`config.mk`:
```
export PLATFORM = sky130hd
export DESIGN_NAME = spi_xfer_sequencer
export DESIGN_NICKNAME = d
export VERILOG_FILES = /design/src/rtl/spi_xfer_sequencer.sv
export SDC_FILE = /design/constraint.sdc
export NUM_CORES = 1
export LEC_CHECK = 0
export CAP_MARGIN = 20
export CORE_MARGIN = 2
export CORE_UTILIZATION = 50
export CTS_CLUSTER_DIAMETER = 150
export CTS_CLUSTER_SIZE = 8
export DETAILED_ROUTE_END_ITERATION = 6
export PLACE_DENSITY_LB_ADDON = 0.25
export RECOVER_POWER = 100
export SYNTH_ARGS = -nofsm -noshare
export SYNTH_HDL_FRONTEND = slang
export SYNTH_SLANG_ARGS = --single-unit
```
`constraint.sdc`:
```
create_clock -name clk -period 2.5 [get_ports clk]
set_input_delay 0.5 -clock clk [delete_from_list [all_inputs] [get_ports clk]]
set_output_delay 0.5 -clock clk [all_outputs]
set_load 0.01 [all_outputs]
```
`src/rtl/spi_xfer_sequencer.sv`:
```
// Full-duplex SPI (mode 3) byte sequencer between the control endpoint's
// 32-byte TX/RX buffers and the external flash.
//
// state      | meaning
// IDLE       | waiting for start; spi_csn holds its last value
// CS_SETUP   | spi_csn low, one half-period before the first falling edge
// SHIFT      | toggling spi_clk, 8 bits per byte, MSB first
// CS_HOLD    | one half-period with spi_clk high after the last byte
// FINISH     | one-cycle done pulse, then back to IDLE
module spi_xfer_sequencer #(
  parameter int CLK_DIV = 4
) (
  input  logic       clk,
  input  logic       reset,
  input  logic       start,
  input  logic [5:0] len,
  input  logic       keep_cs,
  output logic       busy,
  output logic       done,
  output logic [4:0] tx_addr,
  input  logic [7:0] tx_data,
  output logic       rx_we,
  output logic [4:0] rx_addr,
  output logic [7:0] rx_data,
  output logic       spi_clk,
  output logic       spi_csn,
  output logic       spi_mosi,
  input  logic       spi_miso
);

  localparam logic [2:0] S_IDLE     = 3'd0;
  localparam logic [2:0] S_CS_SETUP = 3'd1;
  localparam logic [2:0] S_SHIFT    = 3'd2;
  localparam logic [2:0] S_CS_HOLD  = 3'd3;
  localparam logic [2:0] S_FINISH   = 3'd4;

  localparam logic [7:0] HALF_RELOAD = 8'(CLK_DIV - 1);

  logic [2:0] state;
  logic [7:0] cnt;
  logic [2:0] bit_cnt;
  logic [5:0] idx;
  logic [5:0] len_q;
  logic       keep_q;
  logic [7:0] tx_sr;
  logic [7:0] rx_sr;

  logic       half_done;
  logic [5:0] len_clamped;
  logic [5:0] idx_inc;
  logic       last_byte;

  assign half_done   = (cnt == 8'd0);
  // Anything above 32 is illegal; clamp so indices never wrap.
  assign len_clamped = len[5] ? 6'd32 : len;
  assign idx_inc     = idx + 6'd1;
  assign last_byte   = (idx_inc == len_q);

  always_ff @(posedge clk) begin
    if (reset) begin
      state    <= S_IDLE;
      cnt      <= 8'd0;
      bit_cnt  <= 3'd0;
      idx      <= 6'd0;
      len_q    <= 6'd0;
      keep_q   <= 1'b0;
      tx_sr    <= 8'd0;
      rx_sr    <= 8'd0;
      busy     <= 1'b0;
      done     <= 1'b0;
      tx_addr  <= 5'd0;
      rx_we    <= 1'b0;
      rx_addr  <= 5'd0;
      rx_data  <= 8'd0;
      spi_clk  <= 1'b1;
      spi_csn  <= 1'b1;
      spi_mosi <= 1'b0;
    end else begin
      rx_we <= 1'b0;
      done  <= 1'b0;
      if (!half_done) cnt <= cnt - 8'd1;

      case (state)
        S_IDLE: begin
          if (start) begin
            if (len_clamped == 6'd0) begin
              done  <= 1'b1;
              state <= S_FINISH;
            end else begin
              len_q   <= len_clamped;
              keep_q  <= keep_cs;
              idx     <= 6'd0;
              tx_addr <= 5'd0;
              busy    <= 1'b1;
              spi_csn <= 1'b0;
              cnt     <= HALF_RELOAD;
              state   <= S_CS_SETUP;
            end
          end
        end

        S_CS_SETUP: begin
          if (half_done) begin
            cnt      <= HALF_RELOAD;
            spi_clk  <= 1'b0;
            spi_mosi <= tx_data[7];
            tx_sr    <= {tx_data[6:0], 1'b0};
            bit_cnt  <= 3'd7;
            state    <= S_SHIFT;
          end
        end

        S_SHIFT: begin
          if (half_done) begin
            cnt <= HALF_RELOAD;
            if (!spi_clk) begin
              spi_clk <= 1'b1;
              rx_sr   <= {rx_sr[6:0], spi_miso};
              // Point at the next TX byte early so it is valid at the next load.
              if (bit_cnt == 3'd0) tx_addr <= idx[4:0] + 5'd1;
            end else if (bit_cnt == 3'd0) begin
              rx_we   <= 1'b1;
              rx_addr <= idx[4:0];
              rx_data <= rx_sr;
              idx     <= idx_inc;
              if (last_byte) begin
                state <= S_CS_HOLD;
              end else begin
                spi_clk  <= 1'b0;
                spi_mosi <= tx_data[7];
                tx_sr    <= {tx_data[6:0], 1'b0};
                bit_cnt  <= 3'd7;
              end
            end else begin
              spi_clk  <= 1'b0;
              spi_mosi <= tx_sr[7];
              tx_sr    <= {tx_sr[6:0], 1'b0};
              bit_cnt  <= bit_cnt - 3'd1;
            end
          end
        end

        S_CS_HOLD: begin
          if (half_done) begin
            spi_csn <= ~keep_q;
            busy    <= 1'b0;
            done    <= 1'b1;
            state   <= S_FINISH;
          end
        end

        S_FINISH: begin
          state <= S_IDLE;
        end

        default: begin
          state <= S_IDLE;
        end
      endcase
    end
  end

endmodule
```
# [Word level (Yosys, flattened, before mapping)]
# Cells that the tools add are included.
# Widths: inputs -> output; s select.
[word_totals] regBits=67 wordCells=121 out_inout_bits=24
[classes] muxes=63 add_sub_neg=4 reduce_logical=18 n_bitwise=5 eq_ne=14
[ops] operator="$mux 8" count=9
[ops] operator="$mux 3" count=13
[ops] operator="$mux 6" count=6
[ops] operator="$pmux 8 s2" count=2
[ops] operator="$mux 5" count=5
[ops] operator="$mux 1" count=19
[ops] operator="$ne 2x2->1 const B" count=9
[ops] operator="$pmux 3 s4" count=1
[ops] operator="$pmux 6 s2" count=1
[ops] operator="$reduce_and 6->1" count=2
[ops] operator="$pmux 1 s2" count=5
[ops] operator="$pmux 5 s2" count=1
[ops] operator="$reduce_and 3->1" count=3
[ops] operator="$logic_not 8->1" count=1
[ops] operator="$reduce_and 4->1" count=2
[ops] operator="$sub 8x1->8 const B" count=1
[ops] operator="$reduce_and 7->1" count=1
[ops] operator="$add 6x1->6 const B" count=1
[ops] operator="$eq 3x2->1 const B" count=2
[ops] operator="$eq 6x6->1" count=1
[ops] operator="$logic_not 3->1" count=2
[ops] operator="$logic_not 6->1" count=1
[ops] operator="$pmux 3 s2" count=1
[ops] operator="$reduce_bool 2->1" count=3
[ops] operator="8 further kinds" count=12

# [Depth between registers and ports, before layout]
[depth] word_depth=7 ltp_mapped=10 depth_no_buf=8

# [Worst setup path after synthesis]
# OpenSTA, ideal clock, no wires.
[synth_path] kind="reg2reg" from="reg state[1]" to="reg tx_addr[2]" arrival_time_ps=1774 slack_ps=598 path_stages_with_launch=7 synth_period_minus_slack_ps=1902 setup_time_ps=128 cell_sequence="dfxtp_1 > buf_4 > or3b_2 > buf_2 > o41ai_4 > mux2i_1 > nor2_1"
[synth_via] elab_chain_cells=3
[synth_lines] item="start: declaration" line_no="39" text="logic [2:0] state;"
[synth_lines] item="start signal: assignment" line_no="61" text="state <= S_IDLE;"
[synth_lines] item="start signal: assignment" line_no="88" text="state <= S_FINISH;"
[synth_lines] item="start signal: assignment" line_no="97" text="state <= S_CS_SETUP;"
[synth_lines] item="$eq 3x2->1 or $logic_not 3->1 (tied branches)" line_no="83" text="case (state)"
[synth_lines] item="$ne 2x2->1 (no line) or $reduce_bool 2->1 (tied branches)"
[synth_lines] item="$reduce_and 6->1 (no line)"
[synth_lines] item="end signal: assignment" line_no="120" text="if (bit_cnt == 3'd0) tx_addr <= idx[4:0] + 5'd1;"
[synth_lines] item="end: declaration" line_no="20" text="output logic [4:0] tx_addr,"
# Several ways; a longest one is shown, not always the timed one.
# A chain may end at the register's enable or synchronous reset.

# [Worst setup path after layout]
[layout_path] from="in start" to="reg len_q[1]"
[layout_via] elab_chain_cells=1
[layout_lines] item="start: declaration" line_no="15" text="input logic start,"
[layout_lines] item="$reduce_and 3->1 (no line)"
[layout_lines] item="end signal: assignment" line_no="90" text="len_q <= len_clamped;"
[layout_lines] item="end: declaration" line_no="43" text="logic [5:0] len_q;"
# No other way between the ends.

==> results.ini <==
[timing]
maximum_clock_rate_ghz = 0.453
finalHoldViolations = 0
grt_setup_unrepaired = no
finalSetupViolations = 0
maxSlewViolCount = 0
worst_clock_skew_ns = 0.00692
layout_worst_path_cycle_share_pct = 88.4
fin_worst_hold_slack_ns = 0.455
worst-slew-pin-transition_ns = 0.572
fin_setup_tns_ns = 0
final.min_clock_period_ns = 2.21
headroom_to_the_max_slew_limit_pct = 61.8

[synth]
synthesis.area_per_instance_sq_um = 8.99
synth_flop_cell = dfxtp_1
synth_enable_flop_cells = 0
ys_warn_count = 0
async_reset_ff_share_pct = 0
post_synth_main_area_contributors = dfxtp_1, mux2i_1, nor2_1
yosys_register_bits = 66
yosysTopAreaCellShare_pct = 43.5
post_synth_num_cell_types = 51
synth_top_area_cell = dfxtp_1
syn_inst_count = 338
ys_seq_area_share_pct = 43.5
netlist_area_sq_um = 3040
synthesis.nets = 363

[placed_design]
detailed_place_hpwl_um = 4680
place.port_buffers = 42
gpl.final_weighted_congestion = 0.834

[power_and_ir_drop]
cell_area_power_density_nw_per_um2 = 1010
power_leakage_nw = 1.67
p_total_w = 0.00384
worst_ir_drop_vdd_uv = 680

[cts]
cts_tree = done
cts_resized = 0
cts-root-buf = clkbuf_8
ctsHtreeMaxLevel = 3
clock_latency_ns = 0.34
clock_sink_count = 66
clock_pin_slew_reported_for_the_worst_setup_and_hold_paths_after_clock_tree_synthesis_ns = 0.07
maximum_clock_insertion_buffer_count = 2
cts.repair_timing.setup_buffer_count = 0
post_cts_hold_buffer_count = 0
cts_inserted_buffers = 9

[global_routing]
grt_usage_pct = 21.2
first_global_vias = 2385
antenna_found_initial = 0
grt_first_pass_wirelength_um = 10900
globalRouteOverflowTotal = 0
grt_start_max_net_pins = 22

[final_layout]
fraction_of_final_layout_cells_sized_beyond_drive_strength_1_pct = 11.9
ff_latch_area_sq_um = 1320
filler_cell_count = 507
num_antenna_cells = 0
area_growth_syn_to_layout_pct = 25.5
multiInputGateArea_sq_um = 1590
num-nets-final = 415

[min_path]
worstHoldPathType = flip-flop to flip-flop
worst_hold_path.num_cells = 2
min_from = rx_sr[7]
hold-path-endpoint = rx_sr[7]

[routing]
detailedRoute.firstIterationViolations = 170
drt.antenna.violating_nets = 0
route.vias.total = 2490
drc_markers = 0
wire_per_inst_um = 14.0
wirelength_um = 6590
drt_pass1_iterations = 4
routed_via_density = 5.30

[floorplanning]
ios = 43
start_util_pct = 51.6
die_area_sq_um = 6720
row_count = 28
die_w_um = 82.0
die_h_um = 82.0
coreArea_sq_um = 5890

[setup_path]
worst_ep_required_time_ns = 2.77
timing.reg2reg.setup_slack_ns = 0.30
critPathArrivalTime_ns = 2.48
r2r_end = spi_clk
r2r_start = cnt[4]
timing.critical_path.fanout_max = 6
worst_setup_path_end_kind = flip-flop
sort_of_element_at_the_start_of_the_critical_path = input port
criticalPathCategory = input port to flip-flop
r2r.worst_path.cells = 8

[run]
maxCapViolCount = 0

[outcome]
outcome = finished, final reports clean

==> synth_stat cells, types with 3 or more instances <==
| cell type | instances |
|---|---|
| mux2_2 | 8 |
| ha_1 | 6 |
| nand2b_1 | 3 |
| a21oi_1 | 22 |
| nor2_1 | 47 |
| clkbuf_1 | 10 |
| mux2i_1 | 28 |
| xor2_1 | 9 |
| nor4_1 | 3 |
| nor3b_1 | 3 |
| and2_1 | 3 |
| dfxtp_1 | 66 |
| o21ai_0 | 5 |
| nor3_1 | 5 |
| nand2_1 | 46 |
| inv_1 | 7 |
| xnor2_1 | 10 |
| buf_2 | 6 |
| o211ai_1 | 4 |
| nand3_1 | 8 |
==> cells in the final DEF (no fill, tap or decap), drive strengths merged, types with 9 or more instances in the layout <==
cell / instances
a21oi: 22
buf: 13
clkbuf: 14
clkdlybuf4s50: 17
dfxtp: 66
dlygate4sd3: 25
mux2i: 28
nand2: 46
nor2: 47
xnor2: 10
xor2: 9
==> per-stage QoR <==
step / util, % / std cells / instance area (sq um) / setup slack (ns)
finish: 64.8 / 470 / 3810 / 0.290
global route: 64.8 / 470 / 3810 / 0.105
CTS: 65.2 / 470 / 3840 / 0.374
detailed placement: 61.1 / 454 / 3590 / 0.0744
global placement: 61.1 / 454 / 3590 / 0.120
floorplan: - / 338 / 3040 / 0.598
==> registers in the layout (all words and copies together) (netlist names) <==
name and cells:
rx_we 1, spi_clk 1, bit_cnt 3, tx_addr 5, done 1, len_q 6
spi_csn 1, rx_addr 5, tx_sr 7, state 3, idx 6, spi_mosi 1
cnt 8, busy 1, rx_data 8, rx_sr 8, keep_q 1
==> critical path, cell delays in order <==
cell and delay, ns:
clkdlybuf4s50_1 0.48, or3b_1 0.42, a211oi_1 0.46, clkbuf_1 0.33, nand3b_1 0.12, a21oi_1 0.17
==> cells by family after synthesis <==
kind of cell	after synthesis	share of synthesized area (%)
fa+ha+maj	6	2.47
flops	66	43.5
mux	36	12.2
compound gates	51	11.7
xor+xnor	19	5.48
buf+inv	27	4.16
simple gates	133	20.5
==> power breakdown <==
group          internal [W]  leakage, nW  switching (W)
Combinational      0.000611         1.01       0.000798
Sequential          0.00122        0.535       0.000138
Clock              0.000662        0.123       0.000414
==> routing by layer <==
layer / part of all wire, % / up-vias / global-route usage (%)
li1: - / 1268 / -
met1: 47 / 1166 / 27.3
met2: 48 / 50 / 33.4
met3: 4.0 / 6 / 4.40
met4: 0.97 / 0 / 11.3
met5: 0 / - / 0
==> area by class of cell <==
type | count | area share, %
clock buffer | 9 | 3.25
clock inverter | 7 | 3.08
inverter | 8 | 0.853
multi-input combinational | 245 | 41.6
sequential | 66 | 34.6
tap | 75 | 2.46
timing repair buffer | 60 | 14.1
==> how the worst max path moves through the flow <==
stage | to | depth (start not counted) | startpoint | slack (ns)
after floorplan | tx_addr[2] | 6 | state[1] | 0.60
after global placement | len_q[3] | 7 | start | 0.12
after detailed placement | len_q[3] | 7 | start | 0.07
after CTS | tx_addr[1] | 6 | cnt[4] | 0.37
after global routing | tx_sr[5] | 7 | idx[1] | 0.10
final | len_q[1] | 6 | start | 0.29
Note: power is estimated with default switching activity, not from simulation.
==> RTL change (same settings) <==
Reset style: asynchronous (`reset`), changed in one clocked block.
--- a/src/rtl/spi_xfer_sequencer.sv
+++ b/src/rtl/spi_xfer_sequencer.sv
@@ -56,7 +56,7 @@
   assign idx_inc     = idx + 6'd1;
   assign last_byte   = (idx_inc == len_q);
 
-  always_ff @(posedge clk) begin
+  always_ff @(posedge clk or posedge reset) begin
     if (reset) begin
       state    <= S_IDLE;
       cnt      <= 8'd0;
Function: differs if reset is asserted again (counterexample within 4 cycles, from zero or initial values and one cycle with reset high); with reset held inactive, the same outputs for 10 cycles.
==> RTL change against the original RTL <==
- the flow now finishes with violations (max-capacitance violations, max-slew violations)
- clock skew about the same
- hold slack worse by 18 ps
- via count down 5.8%
- final cell count down 6.0%
- routed wire length down 9.7%
- sequential cell count unchanged
- design area up 4.3%
- synthesized area up 3.9%
- worst setup slack worse by 150 ps
Power is not compared: it rests on default switching activity, and its combinational part moved more than twofold at a synthesized area within 25%.
==> RTL change: results (changes against the original RTL) <==
- The flow ran to the end, but the final reports show violations.
- The final reports fail on max-capacitance violations, max-slew violations.
- The instance area after placement is 0.00377 mm² (+4.9%).
- The fraction of layout cells with a size suffix above 1 came to 16.9% (+5.0 points).
- The final number of max-transition violations came to 67 (+67).
- The maximum fanout along the worst path is 8 (+2).
- The share of synthesized registers carrying an async set or reset is 100% (+100 points).
- After synthesis, the cell types taking the most area are sky130_fd_sc_hd__dfrtp_1, sky130_fd_sc_hd__mux2_2, sky130_fd_sc_hd__nand2_1.
- The largest registers in the layout are cnt (8), rx_data (8), rx_sr (8).
- The count of input and output buffers is 42 (unchanged).
- The root buffer cell is sky130_fd_sc_hd__clkbuf_8.
- The arrival time reported for the critical path endpoint is 2600 ps (+120 ps).
- The H-tree depth is 3 (unchanged).
- The placer's final routability congestion estimate is 0.812 (-2.6%).
- VDD sags by at most 0.429 mV.
- Clock latency on the worst-skew pair, taken at its later pin, is around 350 ps.
- The overall track demand over capacity in global routing came to 19.2% (-2.0 points).
- The worst hold path belongs to the class flip-flop to flip-flop.
- The number of fillers in the final layout came to 497 (-2.0%).
- The antenna diode count is 0 (unchanged).
- The final wirelength is 5950 µm (-9.7%).
- The initial antenna violation count is 0 (unchanged).
- The clock slew at the register clock pins of the worst setup and hold paths is 70 ps (about the same).
- The final instance area is 0.00398 mm² (+4.3%).
- The number of design-rule violations left by the first detailed-router iteration is 127 (-25%).
- The total half-perimeter wirelength after legalization and detailed placement was 4170 µm (-11%).
- The number of cell instances on the worst register-to-register path is 6 (-2).
- The total number of nets in the final design is 387 (-6.7%).
- The number of post-CTS setup repair buffers is 0 (unchanged).
- The worst clock skew came to 7.12 ps (+0.194 ps).
- The post-CTS resize count is 0 (unchanged).
- The largest net degree at the start of global routing was 67 (+200%).
- The total number of vias was 2346 (-5.8%).
- The most instantiated flip-flop cell in the synthesis netlist is sky130_fd_sc_hd__dfrtp_1.
- The wire length of the first global-routing pass is 10700 µm (-1.5%).
- The internal cell power is approximately 1800 µW.
- The post-synth net total is 328 (-9.6%).
- The cell total after placement came to 426 (-6.2%).
- The maximum root-to-sink buffer count is 2 (unchanged).
- The via count of the first global-routing pass is 2380 (-0.21%).
- The cell count after synthesis is 303 (-10%).
- The non-filler instance count after layout was 442 (-6.0%).
- The reported max-cap violation count was 1 (+1).
- The transition time at the pin with the least slew margin is 1590 ps (+1020 ps).
- The proportion of synthesized chip area in sequential cells was 52.4% (+8.9 points).
- The number of stages on the worst hold path is 1 (-1).
- The count of unique library cells instantiated by Yosys was 44 (-14%).
- Counting instances in the post-synthesis netlist gives the leading cell types as sky130_fd_sc_hd__nand2_1, sky130_fd_sc_hd__dfrtp_1, sky130_fd_sc_hd__mux2_2.
==> RTL change: worst max-delay path: stages, from the launching register on <==
cell	delay (ps)
sky130_fd_sc_hd__dfrtp_1	410
sky130_fd_sc_hd__or4_4	540
sky130_fd_sc_hd__nor4b_4	240
sky130_fd_sc_hd__buf_4	170
sky130_fd_sc_hd__inv_1	50
sky130_fd_sc_hd__or3_1	500
sky130_fd_sc_hd__mux2_2	330
==> RTL change: cells by family (layout without fill, tap and decap cells) <==
family | after synthesis | count (layout) | share of synthesized area, %
AND/OR/NAND/NOR | 125 | 125 | 18.7
flip-flops | 66 | 66 | 52.4
AO/OA/AOI/OAI | 39 | 39 | 7.92
multiplexers | 31 | 31 | 10.9
buffers and inverters | 21 | 85 | 2.58
XOR/XNOR | 15 | 15 | 5.11
adder cells (fa/ha/maj) | 6 | 6 | 2.38
==> RTL change: final cells by class <==
type                            instances  area share [%]
Timing Repair Buffer                   60            13.3
Clock buffer                           10            3.46
Tap cell                               75            2.36
Clock inverter                          6            2.86
Sequential cell                        66            41.6
Inverter                                9           0.849
Multi-Input combinational cell        216            35.6
==> RTL change: path summary, 6_finish.rpt <==
check                       start    endpoint  slack (ps)
min in group asynchronous   reset  rx_data[0]        1010
min                        keep_q     spi_csn         440
max                        cnt[3]    rx_sr[6]         150
max in group asynchronous   reset    len_q[4]         540
max reg2reg                cnt[3]    rx_sr[6]         150
min reg2reg                keep_q     spi_csn         440
==> RTL change: per-stage QoR <==
stage / hold slack, ps / total power, µW / worst slack, ps
floorplan: 403 / 1110 / 126
global placement: 412 / 1160 / 179
detailed placement: 428 / 1160 / 165
CTS: 438 / 2280 / 151
global route: 462 / 2320 / 39.2
finish: 438 / 2250 / 145
==> RTL change: layer usage <==
layer	up-vias	global-route usage [%]	share of wire, %
li1	1155	-	-
met1	1142	23.6	44
met2	39	32.0	50
met3	10	4.75	3.7
met4	0	8.80	2.2
met5	-	0	0
==> RTL change: power groups by stage <==
| stage | Clock (µW) | Combinational, µW | Sequential [µW] |
|---|---|---|---|
| 2_1_floorplan | 0 | 25.7 | 1090 |
| 3_3_place_gp | 0 | 67.0 | 1090 |
| 3_5_place_dp | 0 | 67.1 | 1090 |
| 4_1_cts | 1140 | 67.3 | 1070 |
| 5_1_grt | 1180 | 69.9 | 1070 |
| 6_report | 1120 | 61.2 | 1070 |
